[config.mk]
export PLATFORM = sky130hd
export DESIGN_NAME = voice_allocator
export DESIGN_NICKNAME = d
export VERILOG_FILES = /design/src/rtl/voice_allocator.sv
export SDC_FILE = /design/constraint.sdc
export NUM_CORES = 1
export LEC_CHECK = 0
export ABC_AREA = 1
export BUFFER_PORTS_ARGS = -buffer_cell sky130_fd_sc_hd__buf_4
export CORE_MARGIN = 4
export CORE_UTILIZATION = 60
export CTS_CLUSTER_DIAMETER = 100
export DETAILED_ROUTE_END_ITERATION = 10
export PLACE_DENSITY = 0.81
export SLEW_MARGIN = 15
export SYNTH_ARGS = -nofsm -noshare
export SYNTH_HDL_FRONTEND = slang
export SYNTH_SLANG_ARGS = --single-unit
[constraint.sdc]
create_clock -name clk_i -period 5.07 [get_ports clk_i]
set_input_delay 1.014 -clock clk_i [delete_from_list [all_inputs] [get_ports clk_i]]
set_output_delay 1.014 -clock clk_i [all_outputs]
set_load 0.005 [all_outputs]
[src/rtl/voice_allocator.sv]
// rtl/voice_allocator.sv - polyphonic voice allocator and channel bus sequencer
module voice_allocator #(
    parameter int NUM_CHANNELS = 4,
    parameter int BASE_ADDR    = 0,
    parameter int ADDR_STRIDE  = 16,
    parameter int GAP_CYCLES   = 4
) (
    input  logic                    clk_i,
    input  logic                    rst_ni,
    input  logic                    note_valid_i,
    output logic                    note_ready_o,
    input  logic                    note_on_i,
    input  logic [6:0]              note_key_i,
    input  logic [7:0]              note_incr_i,
    output logic [15:0]             bus_address_o,
    output logic [7:0]              bus_data_out_o,
    output logic                    bus_read_write_o,
    output logic                    bus_clock_o,
    output logic [NUM_CHANNELS-1:0] active_mask_o,
    output logic                    steal_pulse_o
);

    localparam int CW = $clog2(NUM_CHANNELS);
    localparam int GW = (GAP_CYCLES > 1) ? $clog2(GAP_CYCLES) : 1;

    typedef enum logic [2:0] {
        S_IDLE,
        S_LOOKUP,
        S_WR_SETUP,
        S_WR_STROBE,
        S_WR_HOLD,
        S_GAP
    } state_e;

    // Which write of a sequence is on the bus: gate-off, increment, gate-on.
    typedef enum logic [1:0] {
        OP_REL,
        OP_INCR,
        OP_GATE
    } op_e;

    state_e state_q, state_d;
    op_e    op_q, op_d;
    logic [GW-1:0] gap_q, gap_d;

    // Voice table: key per channel, sounding flags, LRU ranks (0 = most recent).
    logic [6:0]              key_q  [NUM_CHANNELS];
    logic [CW-1:0]           rank_q [NUM_CHANNELS];
    logic [NUM_CHANNELS-1:0] active_q;

    // Event and allocation decision latched on transfer.
    logic          ev_on_q;
    logic [6:0]    ev_key_q;
    logic [7:0]    ev_incr_q;
    logic [CW-1:0] ch_q;
    logic          rel_q;
    logic          start_q;

    // Registered outputs.
    logic        ready_q, ready_d;
    logic [15:0] addr_q, addr_d;
    logic [7:0]  data_q, data_d;
    logic        rw_q, rw_d;
    logic        bclk_q, bclk_d;
    logic        steal_q, steal_d;

    logic          transfer;
    logic          hit;
    logic [CW-1:0] hit_idx;
    logic          free_any;
    logic [CW-1:0] free_idx;
    logic [CW-1:0] lru_idx;
    logic [CW-1:0] pick_ch;
    logic          pick_rel;
    logic          pick_start;
    logic          pick_steal;
    logic [15:0]   ch_base;

    assign transfer = note_valid_i & ready_q;
    assign ch_base  = 16'(BASE_ADDR) + 16'(ch_q) * 16'(ADDR_STRIDE);

    // Table search on the incoming key; descending scan leaves the lowest index.
    always_comb begin
        hit      = 1'b0;
        hit_idx  = '0;
        free_any = 1'b0;
        free_idx = '0;
        lru_idx  = '0;
        for (int i = NUM_CHANNELS - 1; i >= 0; i--) begin
            if (active_q[i] && (key_q[i] == note_key_i)) begin
                hit     = 1'b1;
                hit_idx = CW'(i);
            end
            if (!active_q[i]) begin
                free_any = 1'b1;
                free_idx = CW'(i);
            end
            if (rank_q[i] == CW'(NUM_CHANNELS - 1)) begin
                lru_idx = CW'(i);
            end
        end
    end

    // Allocation policy: retrigger on key match, else free voice, else steal the LRU voice.
    always_comb begin
        pick_ch    = hit_idx;
        pick_rel   = 1'b0;
        pick_start = 1'b0;
        pick_steal = 1'b0;
        if (note_on_i) begin
            pick_start = 1'b1;
            if (hit) begin
                pick_ch  = hit_idx;
                pick_rel = 1'b1;
            end else if (free_any) begin
                pick_ch = free_idx;
            end else begin
                pick_ch    = lru_idx;
                pick_rel   = 1'b1;
                pick_steal = 1'b1;
            end
        end else if (hit) begin
            pick_rel = 1'b1;
        end
    end

    // Capture the event and its allocation decision on the accepting edge.
    always_ff @(posedge clk_i or negedge rst_ni) begin
        if (!rst_ni) begin
            ev_on_q   <= 1'b0;
            ev_key_q  <= '0;
            ev_incr_q <= '0;
            ch_q      <= '0;
            rel_q     <= 1'b0;
            start_q   <= 1'b0;
        end else if (transfer) begin
            ev_on_q   <= note_on_i;
            ev_key_q  <= note_key_i;
            ev_incr_q <= note_incr_i;
            ch_q      <= pick_ch;
            rel_q     <= pick_rel;
            start_q   <= pick_start;
        end
    end

    // Voice table and LRU ranks are updated once per event, during LOOKUP.
    always_ff @(posedge clk_i or negedge rst_ni) begin
        if (!rst_ni) begin
            active_q <= '0;
            for (int i = 0; i < NUM_CHANNELS; i++) begin
                key_q[i]  <= '0;
                rank_q[i] <= CW'(i);
            end
        end else if (state_q == S_LOOKUP) begin
            if (ev_on_q) begin
                active_q[ch_q] <= 1'b1;
                key_q[ch_q]    <= ev_key_q;
                for (int i = 0; i < NUM_CHANNELS; i++) begin
                    if (CW'(i) == ch_q) begin
                        rank_q[i] <= '0;
                    end else if (rank_q[i] < rank_q[ch_q]) begin
                        rank_q[i] <= rank_q[i] + CW'(1);
                    end
                end
            end else if (rel_q) begin
                active_q[ch_q] <= 1'b0;
            end
        end
    end

    // Sequencer next state: release, optional gap, then increment and gate writes.
    always_comb begin
        state_d = state_q;
        op_d    = op_q;
        gap_d   = gap_q;
        case (state_q)
            S_IDLE: begin
                if (transfer) begin
                    state_d = S_LOOKUP;
                end
            end
            S_LOOKUP: begin
                if (rel_q) begin
                    state_d = S_WR_SETUP;
                    op_d    = OP_REL;
                end else if (start_q) begin
                    state_d = S_WR_SETUP;
                    op_d    = OP_INCR;
                end else begin
                    state_d = S_IDLE;
                end
            end
            S_WR_SETUP:  state_d = S_WR_STROBE;
            S_WR_STROBE: state_d = S_WR_HOLD;
            S_WR_HOLD: begin
                case (op_q)
                    OP_REL: begin
                        if (start_q) begin
                            state_d = S_GAP;
                            gap_d   = GW'(GAP_CYCLES - 1);
                        end else begin
                            state_d = S_IDLE;
                        end
                    end
                    OP_INCR: begin
                        state_d = S_WR_SETUP;
                        op_d    = OP_GATE;
                    end
                    default: state_d = S_IDLE;
                endcase
            end
            S_GAP: begin
                if (gap_q == '0) begin
                    state_d = S_WR_SETUP;
                    op_d    = OP_INCR;
                end else begin
                    gap_d = gap_q - GW'(1);
                end
            end
            default: state_d = S_IDLE;
        endcase
    end

    // Output values derived from the next state so every output is a flop.
    always_comb begin
        ready_d = (state_d == S_IDLE);
        rw_d    = (state_d inside {S_WR_SETUP, S_WR_STROBE, S_WR_HOLD});
        bclk_d  = (state_d == S_WR_STROBE);
        steal_d = transfer & pick_steal;
        addr_d  = addr_q;
        data_d  = data_q;
        if (state_d == S_WR_SETUP) begin
            addr_d = ch_base + ((op_d == OP_INCR) ? 16'd1 : 16'd0);
            case (op_d)
                OP_INCR: data_d = ev_incr_q;
                OP_GATE: data_d = 8'h01;
                default: data_d = 8'h00;
            endcase
        end
    end

    // State and output registers; reset aborts any write with the strobe low.
    always_ff @(posedge clk_i or negedge rst_ni) begin
        if (!rst_ni) begin
            state_q <= S_IDLE;
            op_q    <= OP_REL;
            gap_q   <= '0;
            ready_q <= 1'b0;
            addr_q  <= '0;
            data_q  <= '0;
            rw_q    <= 1'b0;
            bclk_q  <= 1'b0;
            steal_q <= 1'b0;
        end else begin
            state_q <= state_d;
            op_q    <= op_d;
            gap_q   <= gap_d;
            ready_q <= ready_d;
            addr_q  <= addr_d;
            data_q  <= data_d;
            rw_q    <= rw_d;
            bclk_q  <= bclk_d;
            steal_q <= steal_d;
        end
    end

    assign note_ready_o     = ready_q;
    assign bus_address_o    = addr_q;
    assign bus_data_out_o   = data_q;
    assign bus_read_write_o = rw_q;
    assign bus_clock_o      = bclk_q;
    assign active_mask_o    = active_q;
    assign steal_pulse_o    = steal_q;

endmodule
# == Word level (Yosys, flattened, before mapping) ==
# Index checks and enable logic that the tools add are counted.
# Widths: inputs -> output; s select.
# word_totals
reg_bits,95
latch_bits,0
ram_bits,0
rom_bits,0
inputBits,19
output_inout_bits,32
wordCells,160
mem_count,0
# op_classes
add_sub_neg,6
n_mul,0
div_mod_pow,0
n_lt_le_gt_ge,8
eq_ne,25
n_shift,0
n_mux,66
bitwise_logic,6
n_reduce_logical,25
# op_table
operator,count
$mux 2,34
$bwmux 28,1
$eq 7x7->1,4
$pmux 3 s6,1
$mux 1,17
$pmux 8 s2,1
$demux 7 s2,1
$eq 3x2->1 const B,4
$reduce_and 3->1,4
$reduce_bool 2->1,6
$eq 2x2->1 const B,5
$eq 3x3->1 const B,3
$mux 3,3
$add 2x1->2 const B,4
$lt 2x2->1,4
$mux 4,2
$add 6x1->7,1
$mux 7,1
$logic_and 1x1->1,6
$logic_not 2->1,3
$logic_not 3->1,2
$ne 2x2->1 const B,3
$pmux 2 s3,1
$pmux 3 s2,1
other kinds (20),24

# == Depth between registers and ports, before layout ==
# Gate-level depths: netlist of the first run.
# logic_depth
word_depth,9
ltp_mapped,14
mapped_depth_nobuf,13

# == Worst setup path before layout of the first run ==
# No wires, ideal clock.
# synth_timing
kind,input-to-reg
startpoint,input port note_valid_i
endpoint,"register data_q[0], in the netlist bus_data_out_o[0]"
setup_time_ps,121
t_arrival_ps,1896
required_ps,4949
setup_slack_ps,3053
cell_stages,9
path_buffers,1
cell_sequence,nand2_1 > inv_1 > nand2_1 > nand2_1 > nor2_2 > nand2_4 > buf_6 > nand2_1 > o21ai_2
# synth_between
elab_chain_len,4
# synth_lines
element,line,rtl
start: declaration,10,"input logic note_valid_i,"
$and 1x1->1,79,assign transfer = note_valid_i & ready_q;
$mux 3,178,if (transfer) begin
$pmux 3 s6,176,case (state_q)
$eq 3x2->1,232,if (state_d == S_WR_SETUP) begin
end signal: assignment,260,data_q <= data_d;
end: declaration,62,"logic [7:0] data_q, data_d;"
# Every way passes these cells.
# A chain may end at the register's enable or synchronous reset.

# == Worst setup path in the final report of the first run ==
# layout_timing
startpoint,input port note_valid_i
endpoint,"register data_q[5], in the netlist bus_data_out_o[5]"
# Same word-level chain as after synthesis.

==> results of run 1 <==
-- power groups by stage --
| stage | Sequential (mW) | Clock [mW] | Combinational (mW) |
|---|---|---|---|
| finish | 1.13 | 0.495 | 1.20 |
| floorplan | 1.09 | 0 | 0.943 |
| global route | 1.16 | 0.527 | 1.38 |
| global placement | 1.13 | 0 | 1.15 |
| CTS | 1.13 | 0.505 | 1.22 |
| detailed placement | 1.14 | 0 | 1.21 |
-- per-stage QoR --
step                      power (mW)  setup slack, ns  area (um2)
after floorplan                2.034            3.053        4621
after global placement         2.280            2.045        4828
after detailed placement       2.349            1.888        4828
after CTS                      2.849            2.254        5040
after global routing           3.072            2.027        5040
final                          2.831            2.241        5040
-- cell families after synthesis --
kind of cell    after synthesis  share of synthesized area, %
compound gates               77                         11.51
buf+inv                     104                         10.86
other cells                   1                       0.08196
xor+xnor                      3                        0.5743
fa+ha+maj                    11                         3.008
flops                        81                         44.41
simple gates                313                         29.56
-- sequential cells by signal, indices dropped and copies added, names as in the netlist, 2 cells and up, named ones only --
signal / flops
key_q: 28
bus_address_o: 3
gap_q: 2
ev_incr_q: 8
bus_data_out_o: 8
rank_q: 8
state_q: 3
ev_key_q: 7
ch_q: 2
op_q: 2
-- worst max-delay path, stage by stage --
cell and delay [ns]:
buf_4 0.11, nand2_1 0.68, inv_1 0.43, nand2_1 0.16, nand2_1 0.07, nor2_2 0.20
nand2_4 0.20, nand2_1 0.14, o21ai_2 0.06
-- final cells by class --
cell class                      instances  area (um2)  share of cell area, %
Multi-Input combinational cell        417        2092                  41.51
Sequential cell                        81        2032                  40.32
Inverter                               80       302.8                  6.008
Timing Repair Buffer                   37       277.8                  5.511
Clock buffer                           10       137.6                  2.731
Tap cell                               99       123.9                  2.458
Clock inverter                          6       73.82                  1.465
-- layer usage --
metal  GRT usage (%)  wire [um]  vias up
li1                -          -     1872
met1           30.60       4287     1756
met2           36.91       4609      104
met3           3.710        517       17
met4           10.82        217        0
met5               0          0        -
-- layout by cell type, fill, tap and decap left out, types with 7 or more instances in the layout --
master,n
o21ai_1,7
nand3_1,15
buf_4,37
dfrtp_1,77
inv_1,78
nand2_1,221
ha_1,11
nor2_1,41
o21ai_2,33
nand2_2,7
clkbuf_8,10
a21oi_1,8
conb_1,13
o21ai_0,23
-- path summary, 6_finish.rpt --
kind / to / depth (start not counted) / slack (ns)
max: bus_data_out_o[5] / 9 / 2.24
min: ev_incr_q[7] / 2 / 0.49
max reg2reg: bus_data_out_o[5] / 8 / 2.58
min reg2reg: ev_incr_q[7] / 2 / 0.49
max in group asynchronous: key_q[22] / 1 / 3.56
min in group asynchronous: rank_q[5] / 1 / 0.79
==> results.cfg, run 1 <==
[power_and_ir_drop]
switching_power_mw = 1.206
p_leak_nw = 2.730
combPwrFrac_pct = 42.5
switching_share_pct = 42.60
ir_worst_vdd_uv = 304.3
power_frac_clock_pct = 17.5
seq_power_share_pct = 40.0
p_int_mw = 1.625
p_per_area_nw_per_um2 = 561.7

[timing]
period_share_pct = 55.79
fin_crit_ns = 2.829
worst_pin_slew_ns = 1.043
rsz0062_at_grt = no
finalSetupViolCount = 0
hold_viol = 0
clock_skew_ns = 0.01342
fmax_mhz = 353.5
hold_ws_ns = 0.4900
max_slew_margin_pct = 30.46
fin_setup_tns_ns = 0
report.final.slew_viol_count = 0

[global_route]
grt_start_max_net_pins = 82
antenna_found_initial = 0
grt_pass1_vias = 3589
grt.total_usage_pct = 23.04
gr-total-overflow = 0
grt_pass1_wl_um = 16260

[placed_design]
gp_congestion = 0.8852
io_buffers = 37
dp.cells = 714
dp_hpwl_um = 7030

[floorplan]
dieArea_um2 = 9087
io_pins = 51
design.core.area_um2 = 7331
rows = 31
die_h_um = 95.33
die_w_um = 95.33
initial_core_util_pct = 62.42

[cts]
clock_latency_ns = 0.36
clockRootBuffer = clkbuf_8
cts.clk_slew.worst_paths_ns = 0.08
post_cts_buffers = 0
cts.repair.resized = 0
clock_path_buffers = 2
cts_buffers = 9
cts_tree = yes
clock-sinks = 81
holdBufCountCts = 0
cts_max_level = 3

[synth]
synth.top_cell.area_share_pct = 42.11
avgSynthCellArea_um2 = 7.755
ys_warn_count = 0
synth.most_common_cell = nand2_1
synthDistinctLibCells = 39
ys.flop_type = dfrtp_1
synth_largest_area_cell = dfrtp_1
synth_edf_count = 0
syn_inst = 590
ys_seq_area_share_pct = 44.41
ys_top_cells_by_count = nand2_1, inv_1, dfrtp_1
async_reset_ff_share_pct = 100.0
ys_seq_elements = 81
synth_area_um2 = 4576
synthTopCellsByArea = dfrtp_1, nand2_1, inv_1

[routing]
antenna_left = 0
dr_total_vias = 3749
dr.pass1.iters = 5
viasPerCell = 5.136
remaining_drc_errors = 0
routed_wl_um = 9631
wl_per_cell_um = 13.19
drt-initial-drc-count = 212

[min_path]
hp-start = ev_incr_q[7]
hp-class = reg -> reg

[finish]
drive_above_1_share_pct = 18.38
fin_util_pct = 68.75
final_nets = 656
nFillCells = 622
area_growth_syn_to_layout_pct = 10.14
diodes = 0
final_cells = 730

[run_status]
outcome = complete, no violations

[worst_setup_path]
crit_arrival_ns = 3.07
worst_setup_path_start_kind = input pin
crit_type = in -> reg
crit_start = note_valid_i
r2r_start = note_ready_o
critPathCaptureType = register
cp_data_required_time_ns = 5.32
critPathMaxFanout = 28

[job]
cap_violations = 0
No activity file was read; power rests on OpenSTA's default activity.
==> inputs of run 2 (changes only) <==
Settings changed: CORE_UTILIZATION 60 to 53, PLACE_DENSITY 0.81 to 0.76.
Clock period 5.07 ns to 2.35 ns, I/O delays scaled along.
==> run 2 against run 1 <==
Sequential share of layout area shrank 0.59 points. Final area is 1.5% higher. Clock skew fell by 0.0030 ns. Critical path depth grew 1. Clock power rose by 150%. Register-to-register slack worse by 2.4 ns. Non-clock buffer count rose by 5. Via count decreased by 2.2%. Die area is 12% higher. Count of clock-buffer cells in the layout decreased by 1. Largest cell class unchanged.
==> results.cfg, run 2 (same netlist as run 1, synthesis figures left out) <==
[floorplan]
io_pins = 51
die_w_um = 100.9
rows = 33
dieArea_um2 = 10180
design.core.area_um2 = 8299
initial_core_util_pct = 55.13
die_h_um = 100.9

[cts]
clock-sinks = 81
cts.clk_slew.worst_paths_ns = 0.08
cts_buffers = 9
cts_tree = yes
cts_max_level = 3
cts.repair.resized = 0
clock_latency_ns = 0.35
clock_path_buffers = 2
clockRootBuffer = clkbuf_8
post_cts_buffers = 0
holdBufCountCts = 0

[timing]
clock_skew_ns = 0.01042
fin_setup_tns_ns = 0
hold_ws_ns = 0.07918
worst_pin_slew_ns = 0.5798
fin_crit_ns = 2.142
hold_viol = 0
rsz0062_at_grt = no
finalSetupViolCount = 0
max_slew_margin_pct = 61.35
period_share_pct = 91.13
fmax_mhz = 466.9
report.final.slew_viol_count = 0

[power_and_ir_drop]
ir_worst_vdd_uv = 701.2
p_leak_nw = 2.768
totalPowerFinal_mw = 6.293
p_per_area_nw_per_um2 = 1230

[worst_setup_path]
critPathCaptureType = register
crit_type = reg -> reg
crit_start = ch_q[1]
critPathMaxFanout = 5
cp_data_required_time_ns = 2.64
crit_arrival_ns = 2.43
crit_top_cell = nand2_1
path_cells = inv_1 -> nor2_1 -> a22o_1 -> a221oi_1 -> ha_1 -> nand2_1 -> nand2_2 -> nand2_1 -> nand2_1 -> nand2_1
r2r_setup_slack_ns = 0.21
crit_family = compound AO/OA/AOI/OAI gates
max_stage_delay_ns = 0.48
r2r_start = ch_q[1]
r2r-end = rank_q[2]
crit_slowest_cell = a221oi_1
worst_setup_path_start_kind = register
path_buf_inv = 1
reg2reg_depth = 10

[run_status]
outcome = complete, no violations

[placed_design]
io_buffers = 37
dp_hpwl_um = 7199
dp.cells = 725
gp_congestion = 0.8833

[finish]
drive_above_1_share_pct = 19.06
diodes = 0
final_cells = 740
largest_register = key_q
final_nets = 661
area_growth_syn_to_layout_pct = 11.79
layout_commonest_cell = nand2_1
final_cell_mix = nand2_1, inv_1, dfrtp_1, buf_4, nor2_1
largest_register_ffs = 28

[routing]
dr_total_vias = 3665
wl_per_cell_um = 13.23
viasPerCell = 4.953
dr.pass1.iters = 4
drt-initial-drc-count = 192
routed_wl_um = 9790
remaining_drc_errors = 0
antenna_left = 0

[min_path]
hp-class = in -> async

[global_route]
grt.total_usage_pct = 20.62
antenna_found_initial = 0
grt_pass1_vias = 3652
grt_start_max_net_pins = 38
gr-total-overflow = 0
grt_pass1_wl_um = 16850

[job]
cap_violations = 0
## run 2: changes by cell type in the layout (fill, tap and decap cells not counted), sizes merged
cell | before | now
buf | 37 | 42
clkinvlp | 2 | 1
clkbuf | 10 | 9
clkinv | 1 | 0
bufinv | 1 | 3
## run 2: layer usage
layer | vias to the layer above | share of wire, % | GRT usage, %
met5 | - | 0 | 0
met2 | 62 | 48 | 34.03
li1 | 1883 | - | -
met3 | 9 | 4.1 | 3.945
met4 | 0 | 1.2 | 5.521
met1 | 1711 | 46 | 27.92
## run 2: final cells by class
class                      instances  area [um2]
sequential                        81        2032
clock inverter                     6       115.1
inverter                          80       302.8
clock buffer                       9       123.9
tap                              105       131.4
timing repair buffer              42       315.3
multi-input combinational        417        2095
fill                             728        3184
## run 2: per-stage QoR
| step | setup slack, ns | instance area [um2] | utilization [%] |
|---|---|---|---|
| floorplan | 0.4507 | 4621 | - |
| global placement | 0.2948 | 4873 | 58.72 |
| detailed placement | 0.2445 | 4873 | 58.72 |
| CTS | 0.2237 | 5112 | 61.60 |
| global route | 0.05378 | 5115 | 61.63 |
| finish | 0.2084 | 5115 | 61.63 |
## run 2: where the power goes
group | total, mW | internal (mW) | switching, mW
Sequential | 2.45 | 1.99 | 0.462
Combinational | 2.62 | 1.01 | 1.61
Clock | 1.22 | 0.707 | 0.517
Total | 6.29 | 3.70 | 2.59
## run 2: worst max-delay path by stage
stage / to / slack, ns / cells after the start
floorplan: rank_q[5] / 0.45 / 10
global placement: rank_q[6] / 0.29 / 9
detailed placement: rank_q[2] / 0.24 / 10
CTS: bus_data_out_o[0] / 0.22 / 13
global route: bus_data_out_o[0] / 0.05 / 13
finish: rank_q[2] / 0.21 / 10
